<file path="src/rtl/dmem_block_responder_pkg.sv">
// Shared constants and types for the block-granular data memory responder.
// Default geometry, latency and state codes used by the memory, the cache and the bench.
package dmem_block_responder_pkg;

  localparam int DMEM_ADDR_W  = 6;
  localparam int DMEM_BLOCK_W = 32;
  localparam int DMEM_LATENCY = 5;

  typedef enum logic [1:0] {
    S_IDLE   = 2'd0,
    S_ACCESS = 2'd1,
    S_RESP   = 2'd2
  } dmem_state_e;

  typedef enum logic {
    OP_READ  = 1'b0,
    OP_WRITE = 1'b1
  } dmem_op_e;

endpackage

</file>
<file path="src/rtl/dmem_block_responder_array.sv">
// Block storage for the data memory: synchronous write, registered read port.
// Storage is never reset; only the read register returns to zero on reset.
module dmem_block_array
  import dmem_block_responder_pkg::*;
#(
  parameter int ADDR_W  = DMEM_ADDR_W,
  parameter int BLOCK_W = DMEM_BLOCK_W
) (
  input  logic               clk,
  input  logic               rst,
  input  logic               we,
  input  logic               re,
  input  logic [ADDR_W-1:0]  addr,
  input  logic [BLOCK_W-1:0] wdata,
  output logic [BLOCK_W-1:0] rdata
);

  logic [BLOCK_W-1:0] mem [2**ADDR_W];
  logic [BLOCK_W-1:0] rdata_q;
  logic [BLOCK_W-1:0] rdata_d;

  always_comb begin
    rdata_d = rdata_q;
    if (re) begin
      rdata_d = mem[addr];
    end
  end

  always_ff @(posedge clk) begin
    if (we) begin
      mem[addr] <= wdata;
    end
    if (rst) begin
      rdata_q <= '0;
    end else begin
      rdata_q <= rdata_d;
    end
  end

  assign rdata = rdata_q;

endmodule

</file>
<file path="src/rtl/dmem_block_responder.sv">
// Data-memory responder for cache refill/write-back: one block access per request,
// busywait held for a fixed latency, then a single idle-looking response cycle.
module dmem_block_responder
  import dmem_block_responder_pkg::*;
#(
  parameter int ADDR_W  = DMEM_ADDR_W,
  parameter int BLOCK_W = DMEM_BLOCK_W,
  parameter int LATENCY = DMEM_LATENCY
) (
  input  logic               CLK,
  input  logic               RESET,
  input  logic               mem_read,
  input  logic               mem_write,
  input  logic [ADDR_W-1:0]  mem_address,
  input  logic [BLOCK_W-1:0] mem_writedata,
  output logic [BLOCK_W-1:0] mem_readdata,
  output logic               mem_busywait
);

  localparam int               CNT_W    = $clog2(LATENCY + 1);
  localparam logic [CNT_W-1:0] CNT_LOAD = CNT_W'(LATENCY - 1);

  dmem_state_e        state_q, state_d;
  logic [CNT_W-1:0]   cnt_q, cnt_d;
  logic [ADDR_W-1:0]  addr_q, addr_d;
  logic [BLOCK_W-1:0] wdata_q, wdata_d;
  dmem_op_e           op_q, op_d;

  logic req;
  logic done;
  logic arr_we;
  logic arr_re;

  assign req  = mem_read | mem_write;
  assign done = (state_q == S_ACCESS) && (cnt_q == '0);

  always_comb begin
    state_d = state_q;
    cnt_d   = cnt_q;
    addr_d  = addr_q;
    wdata_d = wdata_q;
    op_d    = op_q;
    unique case (state_q)
      S_IDLE: begin
        if (req) begin
          addr_d  = mem_address;
          wdata_d = mem_writedata;
          // A simultaneous read+write is illegal from the cache; resolve it as a write.
          if (mem_write) begin
            op_d = OP_WRITE;
          end else begin
            op_d = OP_READ;
          end
          cnt_d   = CNT_LOAD;
          state_d = S_ACCESS;
        end
      end
      S_ACCESS: begin
        if (cnt_q == '0) begin
          state_d = S_RESP;
        end else begin
          cnt_d = cnt_q - CNT_W'(1);
        end
      end
      S_RESP: begin
        // Requests still present here belong to the finished access; never re-accept them.
        state_d = S_IDLE;
      end
      default: begin
        state_d = S_IDLE;
      end
    endcase
  end

  always_ff @(posedge CLK) begin
    if (RESET) begin
      state_q <= S_IDLE;
      cnt_q   <= '0;
    end else begin
      state_q <= state_d;
      cnt_q   <= cnt_d;
    end
    addr_q  <= addr_d;
    wdata_q <= wdata_d;
    op_q    <= op_d;
  end

  // A reset landing on the completing cycle must abort the array update as well.
  assign arr_we = done && (op_q == OP_WRITE) && !RESET;
  assign arr_re = done && (op_q == OP_READ) && !RESET;

  dmem_block_array #(
    .ADDR_W  (ADDR_W),
    .BLOCK_W (BLOCK_W)
  ) u_array (
    .clk   (CLK),
    .rst   (RESET),
    .we    (arr_we),
    .re    (arr_re),
    .addr  (addr_q),
    .wdata (wdata_q),
    .rdata (mem_readdata)
  );

  assign mem_busywait = ((state_q == S_IDLE) && req) || (state_q == S_ACCESS);

endmodule
</file>
<file path="config.mk">
export PLATFORM = sky130hd
export DESIGN_NAME = dmem_block_responder
export DESIGN_NICKNAME = d
export VERILOG_FILES = /design/src/rtl/dmem_block_responder_pkg.sv /design/src/rtl/dmem_block_responder_array.sv /design/src/rtl/dmem_block_responder.sv
export SDC_FILE = /design/constraint.sdc
export NUM_CORES = 2
export LEC_CHECK = 0
export ABC_AREA = 1
export CAP_MARGIN = 30
export CELL_PAD_IN_SITES_DETAIL_PLACEMENT = 1
export CELL_PAD_IN_SITES_GLOBAL_PLACEMENT = 1
export CORE_ASPECT_RATIO = 0.5
export CORE_UTILIZATION = 25
export DETAILED_ROUTE_END_ITERATION = 10
export PLACE_DENSITY = 0.43
export SLEW_MARGIN = 40
export SYNTH_ARGS = -nofsm -noshare
export SYNTH_HDL_FRONTEND = slang
export SYNTH_HIERARCHICAL = 1
export SYNTH_SLANG_ARGS = --single-unit
export TNS_END_PERCENT = 1
</file>
<file path="constraint.sdc">
create_clock -name CLK -period 3.7 [get_ports CLK]
set_input_delay 0.925 -clock CLK [delete_from_list [all_inputs] [get_ports CLK]]
set_output_delay 0.925 -clock CLK [all_outputs]
set_load 0.005 [all_outputs]
</file>
# Yosys cells after proc, flatten, opt, wreduce, memory -nomap -nowiden
# Memory sizes are Yosys's and may differ from the RTL's. A register that Yosys moved wholly into a read port is not among the register bits.
# Index checks and enable logic that the tools add are counted.
dict set report op_classes {
  add_sub_neg 1
  eq_ne 4
  n_mux 9
  n_bitwise 2
  n_reduce_logical 14
}
# operator n
set op_table {}
lappend op_table {{$logic_and 1x1->1} 6}
lappend op_table {{$mux 3} 2}
lappend op_table {{$pmux 3 s2} 1}
lappend op_table {{$mux 2} 2}
lappend op_table {{$ne 2x2->1 const B} 2}
lappend op_table {{$pmux 2 s2} 1}
lappend op_table {{$reduce_and 2->1} 2}
lappend op_table {{$logic_not 3->1} 1}
lappend op_table {{$mux 1} 3}
lappend op_table {{$reduce_and 3->1} 1}
lappend op_table {{$sub 3x1->3 const B} 1}
lappend op_table {{$eq 2x1->1 const B} 1}
lappend op_table {{$logic_not 2->1} 1}
lappend op_table {{$ne 2x1->1 const B} 1}
lappend op_table {{$reduce_bool 2->1} 1}
lappend op_table {{$logic_not 1->1} 1}
lappend op_table {{$logic_or 1x1->1} 1}
lappend op_table {{$not 1->1} 1}
lappend op_table {{$or 1x1->1} 1}
dict set report word_totals {
  register_bits 44
  mem_bits_rw 2048
  output_inout_bits 33
  wordCells 36
  n_memories 1
}
# memory depth width rd rd_ports_with_merged_regs wr line
set memory_table {}
lappend memory_table {u_array.mem 64 32 1 1 1 dmem_block_responder_array.sv:18} ;# logic [BLOCK_W-1:0] mem [2**ADDR_W];

# Longest topological paths before layout
dict set report depth {
  depth_word 6
  depth_mapped 17
  ltp_nobuf 13
}

# Hierarchy
# The synthesis kept the hierarchy.
# mod n_inst cells_each area_each_um2 seq_area_each_um2
set by_module_without_submodules {}
lappend by_module_without_submodules {dmem_block_array 1 8583 86964.7 62139.6}
lappend by_module_without_submodules {dmem_block_responder 1 86 1503.9 1271.2}

# Worst setup path before layout
# OpenSTA, ideal clock, no wires.
dict set report synth_path {
  kind {input -> register}
  from {in RESET}
  to {mem u_array/mem[24][0] in the netlist's numbering (enable)}
  setup_time_ps 421
  arrival_ps 2891
  t_required_ps 3279
  path_slack_ps 388
  cell_stages 4
  path_cell_list {nor3b_2 clkbuf_2 nand3_1 nor2_1}
}
dict set report synth_between {
  elab_chain_cells 4
}
# item line
set synth_rtl {}
lappend synth_rtl {{start, declared} dmem_block_responder.sv:11} ;# input logic RESET,
lappend synth_rtl {{$logic_not 1->1} dmem_block_responder.sv:89} ;# assign arr_we = done && (op_q == OP_WRITE) && !RESET;
lappend synth_rtl {{$logic_and 1x1->1} dmem_block_responder.sv:89}
lappend synth_rtl {{$mux 1} dmem_block_responder_array.sv:30} ;# if (we) begin
lappend synth_rtl {{$mux 1 (not written as such)} dmem_block_responder_array.sv:31} ;# mem[addr] <= wdata;
lappend synth_rtl {{end, declared} dmem_block_responder_array.sv:18}
# Every way passes these cells.

# Worst setup path in the final report
dict set report layout_path {
  from {reg u_array.rdata_q[11], in the netlist u_array/rdata[11] (read register of u_array.mem)}
  to {out mem_readdata[11]}
}
# item line
set layout_lines {}
lappend layout_lines {{start, declared} dmem_block_responder_array.sv:19} ;# logic [BLOCK_W-1:0] rdata_q;
lappend layout_lines {{end, declared} dmem_block_responder.sv:16} ;# output logic [BLOCK_W-1:0] mem_readdata,
# No word-level cell between the ends.

==> results.json <==
{
  "outcome": "complete, no violations",
  "max_clock_freq_mhz": 313.0,
  "dp_hpwl_mm": 200.1,
  "grt_max_degree": 92,
  "r2r_slack_ps": 530,
  "rsz0062_at_grt": "no",
  "worstReg2RegStart": "addr_q[0]",
  "num_rows": 154,
  "routed_wl_mm": 335.1,
  "holdCritPathClass": "reg2reg",
  "cts_made_buffers": 227,
  "syn-num-nets": 8713,
  "total_power_mw": 58.72,
  "setup-violations-final": 0,
  "via_per_inst": 4.431,
  "tritoncts": "yes",
  "min_period_ps": 3195,
  "cellPowerDensity_nw_per_um2": 558.3,
  "synthArstFlopShare_pct": 0,
  "start_kind": "flop",
  "syn_area_per_cell_um2": 10.21,
  "boundaryPins": 75,
  "path_clk_slew_ps": 60,
  "path_buf_inv": 1,
  "report.final.slew_viol_count": 0,
  "netlist_instances": 8669,
  "drt_iter0_drc": 4864,
  "wl_met3_mm": 15.79,
  "grt_overflow": 0,
  "port_buffers": 74,
  "synth_edf_count": 2087,
  "drc": 0,
  "post_drt_wl_per_cell_um": 24.30,
  "fillCellCount": 39340,
  "postCtsSetupRepairBufs": 0,
  "gp_congestion": 0.7499,
  "worstHoldEndpoint": "u_array/mem[37][17]",
  "relSlewSlack_pct": 43.07,
  "ys_ff_latch": 2124,
  "drtPass1Iterations": 5,
  "crit_family": "flip-flops",
  "ir_drop_mv": 0.3727,
  "clk_latency_ps": 930,
  "ys_types": 31,
  "die_w_um": 843.3,
  "hold_path_depth": 0,
  "met2_length_mm": 136.4,
  "dieArea_um2": 356400,
  "drive_above_1_share_pct": 8.269,
  "die_y_um": 422.6,
  "drv_cap": 0,
  "multiInputGateArea_um2": 23340,
  "m1WireLength_mm": 177.3,
  "syn_area_um2": 88470,
  "fin_skew_ps": 53.97,
  "path_class": "reg2out",
  "core_area_um2": 352200,
  "start_util_pct": 25.12,
  "worstPathArrival_ps": 2270,
  "holdBufCountCts": 0,
  "crit_path_top_delay_cell": "dfxtp_1",
  "worst_pin_slew_ps": 854.0,
  "cp-end-kind": "output pin",
  "clock_sinks": 2124,
  "timing.setup.tns_ps": 0,
  "cp_max_fo": 2,
  "reg2reg_to": "u_array/rdata[9]",
  "antenna_found_initial": 34,
  "nets": 8964,
  "grt_pass1_vias": 60860,
  "seq_area_um2": 63410,
  "highest_layer": "met5",
  "cp_slowest_stage_delay_ps": 700,
  "vias": 61110,
  "grt_pass1_wl_mm": 472.9,
  "clk_path_buf_depth": 4,
  "leakage_nw": 42.48,
  "synth-seq-area-share_pct": 71.68,
  "syn2layout_area_growth_pct": 18.88,
  "required_ps": 2770,
  "finalCritPeriodShare_pct": 86.35,
  "gr-usage-all-layers_pct": 18.46,
  "cts-root-buf": "clkbuf_16",
  "reg2reg_depth": 15,
  "crit_chain": "clkdlybuf4s50_1",
  "hold_viol": 0,
  "h-tree-depth": 4,
  "yosys_warnings": 6,
  "cts_resized": 0,
  "ant_nets": 0,
  "worstHoldStart": "wdata_q[17]",
  "ys.flop_type": "edfxtp_1"
}
worst max-delay path by stage:
| stage | cells after the start | from | endpoint | slack, ps |
|---|---|---|---|---|
| 2_1_floorplan | 4 | RESET | u_array/mem[24][0] | 390 |
| 3_3_place_gp | 13 | addr_q[1] | u_array/rdata[9] | 450 |
| 3_5_place_dp | 16 | addr_q[0] | u_array/rdata[19] | 460 |
| 4_1_cts | 1 | u_array/rdata[11] | mem_readdata[11] | 360 |
| 5_1_grt | 16 | addr_q[0] | u_array/rdata[19] | 270 |
| 6_report | 1 | u_array/rdata[11] | mem_readdata[11] | 510 |
where the power goes:
group | internal, mW | total [mW] | switching, mW
Sequential | 27.2 | 27.4 | 0.187
Clock | 12.0 | 22.0 | 9.93
Combinational | 2.25 | 9.35 | 7.10
Total | 41.5 | 58.7 | 17.2
layout make-up:
class | instances | area share (%)
diodes | 16 | 0.03807
clock buffers | 300 | 5.802
clock inverters | 103 | 0.6317
inverters | 95 | 0.3617
multi-input cells | 6021 | 22.19
flip-flops and latches | 2124 | 60.29
well taps | 4680 | 5.568
repair buffers | 451 | 5.111
sequential cells by signal (all words and copies together), names as in the netlist:
register	flops
wdata_q	32
op_q	1
state_q	2
addr_q	6
u_array/mem	2048
u_array/rdata	32
cnt_q	3
layout by cell type, fill, tap and decap left out, drive strengths merged, types with 2 or more instances in the layout:
| cell type | Yosys | routed |
|---|---|---|
| nand2 | 5710 | 5710 |
| edfxtp | 2087 | 2087 |
| buf | 240 | 378 |
| clkbuf | 189 | 300 |
| nor2 | 217 | 217 |
| clkinv | 3 | 94 |
| inv | 92 | 92 |
| clkdlybuf4s50 | 0 | 73 |
| nand3 | 52 | 52 |
| dfxtp | 37 | 37 |
| diode | 0 | 16 |
| a21oi | 11 | 11 |
| o21ai | 9 | 9 |
| bufinv | 0 | 8 |
| o211ai | 8 | 8 |
| nor3 | 5 | 5 |
| clkinvlp | 0 | 4 |
| or2 | 3 | 3 |
| ha | 2 | 2 |
routing by layer:
| metal | vias up | global-route usage [%] |
|---|---|---|
| met1 | 31170 | 29.48 |
| li1 | 28550 | - |
| met5 | - | 0 |
| met3 | 306 | 2.434 |
| met2 | 1079 | 26.62 |
| met4 | 4 | 3.148 |
worst reg2reg max path, cell delays in order (launching register included):
cell      delay [ps]
edfxtp_1         660
inv_8            280
buf_12           270
buf_12           200
nand2_1          130
nand2_1           50
nand2_1           50
nand2_1           60
nand2_1           90
nand2_1          200
nand2_1          180
nand2_1          230
nor2_1           440
nand3_1          140
nand2_1           90
inv_1             40
stage by stage:
step / worst slack, ps / cells / area [um2] / hold WS (ps) / util (%)
5_1_grt: 269.9 / 13780 / 105100 / 522.6 / 29.85
4_1_cts: 364.3 / 13770 / 105100 / 470.6 / 29.85
3_5_place_dp: 457.5 / 13370 / 98360 / 510.8 / 27.93
6_report: 505.1 / 13790 / 105200 / 518.4 / 29.86
2_1_floorplan: 388.2 / 8669 / 88470 / 476.1 / -
3_3_place_gp: 454.2 / 13360 / 98240 / 492.4 / 27.89
cells in the mapped netlist (2+ instances only):
cell type | n | area (um2)
nor2_1 | 215 | 807.0
a21oi_1 | 11 | 55.05
inv_1 | 87 | 326.6
edfxtp_1 | 2087 | 62670
o211ai_1 | 8 | 60.06
inv_2 | 5 | 18.77
o21ai_1 | 5 | 25.02
clkinv_1 | 3 | 11.26
nand3_1 | 51 | 255.2
or2_2 | 2 | 12.51
o21ai_0 | 4 | 20.02
nand2_4 | 2 | 22.52
buf_6 | 4 | 45.04
dfxtp_1 | 37 | 740.7
buf_1 | 51 | 191.4
ha_1 | 2 | 25.02
buf_2 | 176 | 880.8
nand2_1 | 5708 | 21430
clkbuf_1 | 188 | 705.7
buf_4 | 9 | 67.56
nor3_1 | 4 | 20.02
logic make-up (layout without fill, tap and decap cells):
group                    Yosys count  in the layout  synth area share (%)
AO/OA/AOI/OAI                     29             29                0.1895
flip-flops                      2124           2124                 71.68
buffers and inverters            524            949                 2.546
other                              0             16                     0
AND/OR/NAND/NOR                 5990           5990                 25.56
adder cells (fa/ha/maj)            2              2               0.02828
(Power assumes the default switching activity.)
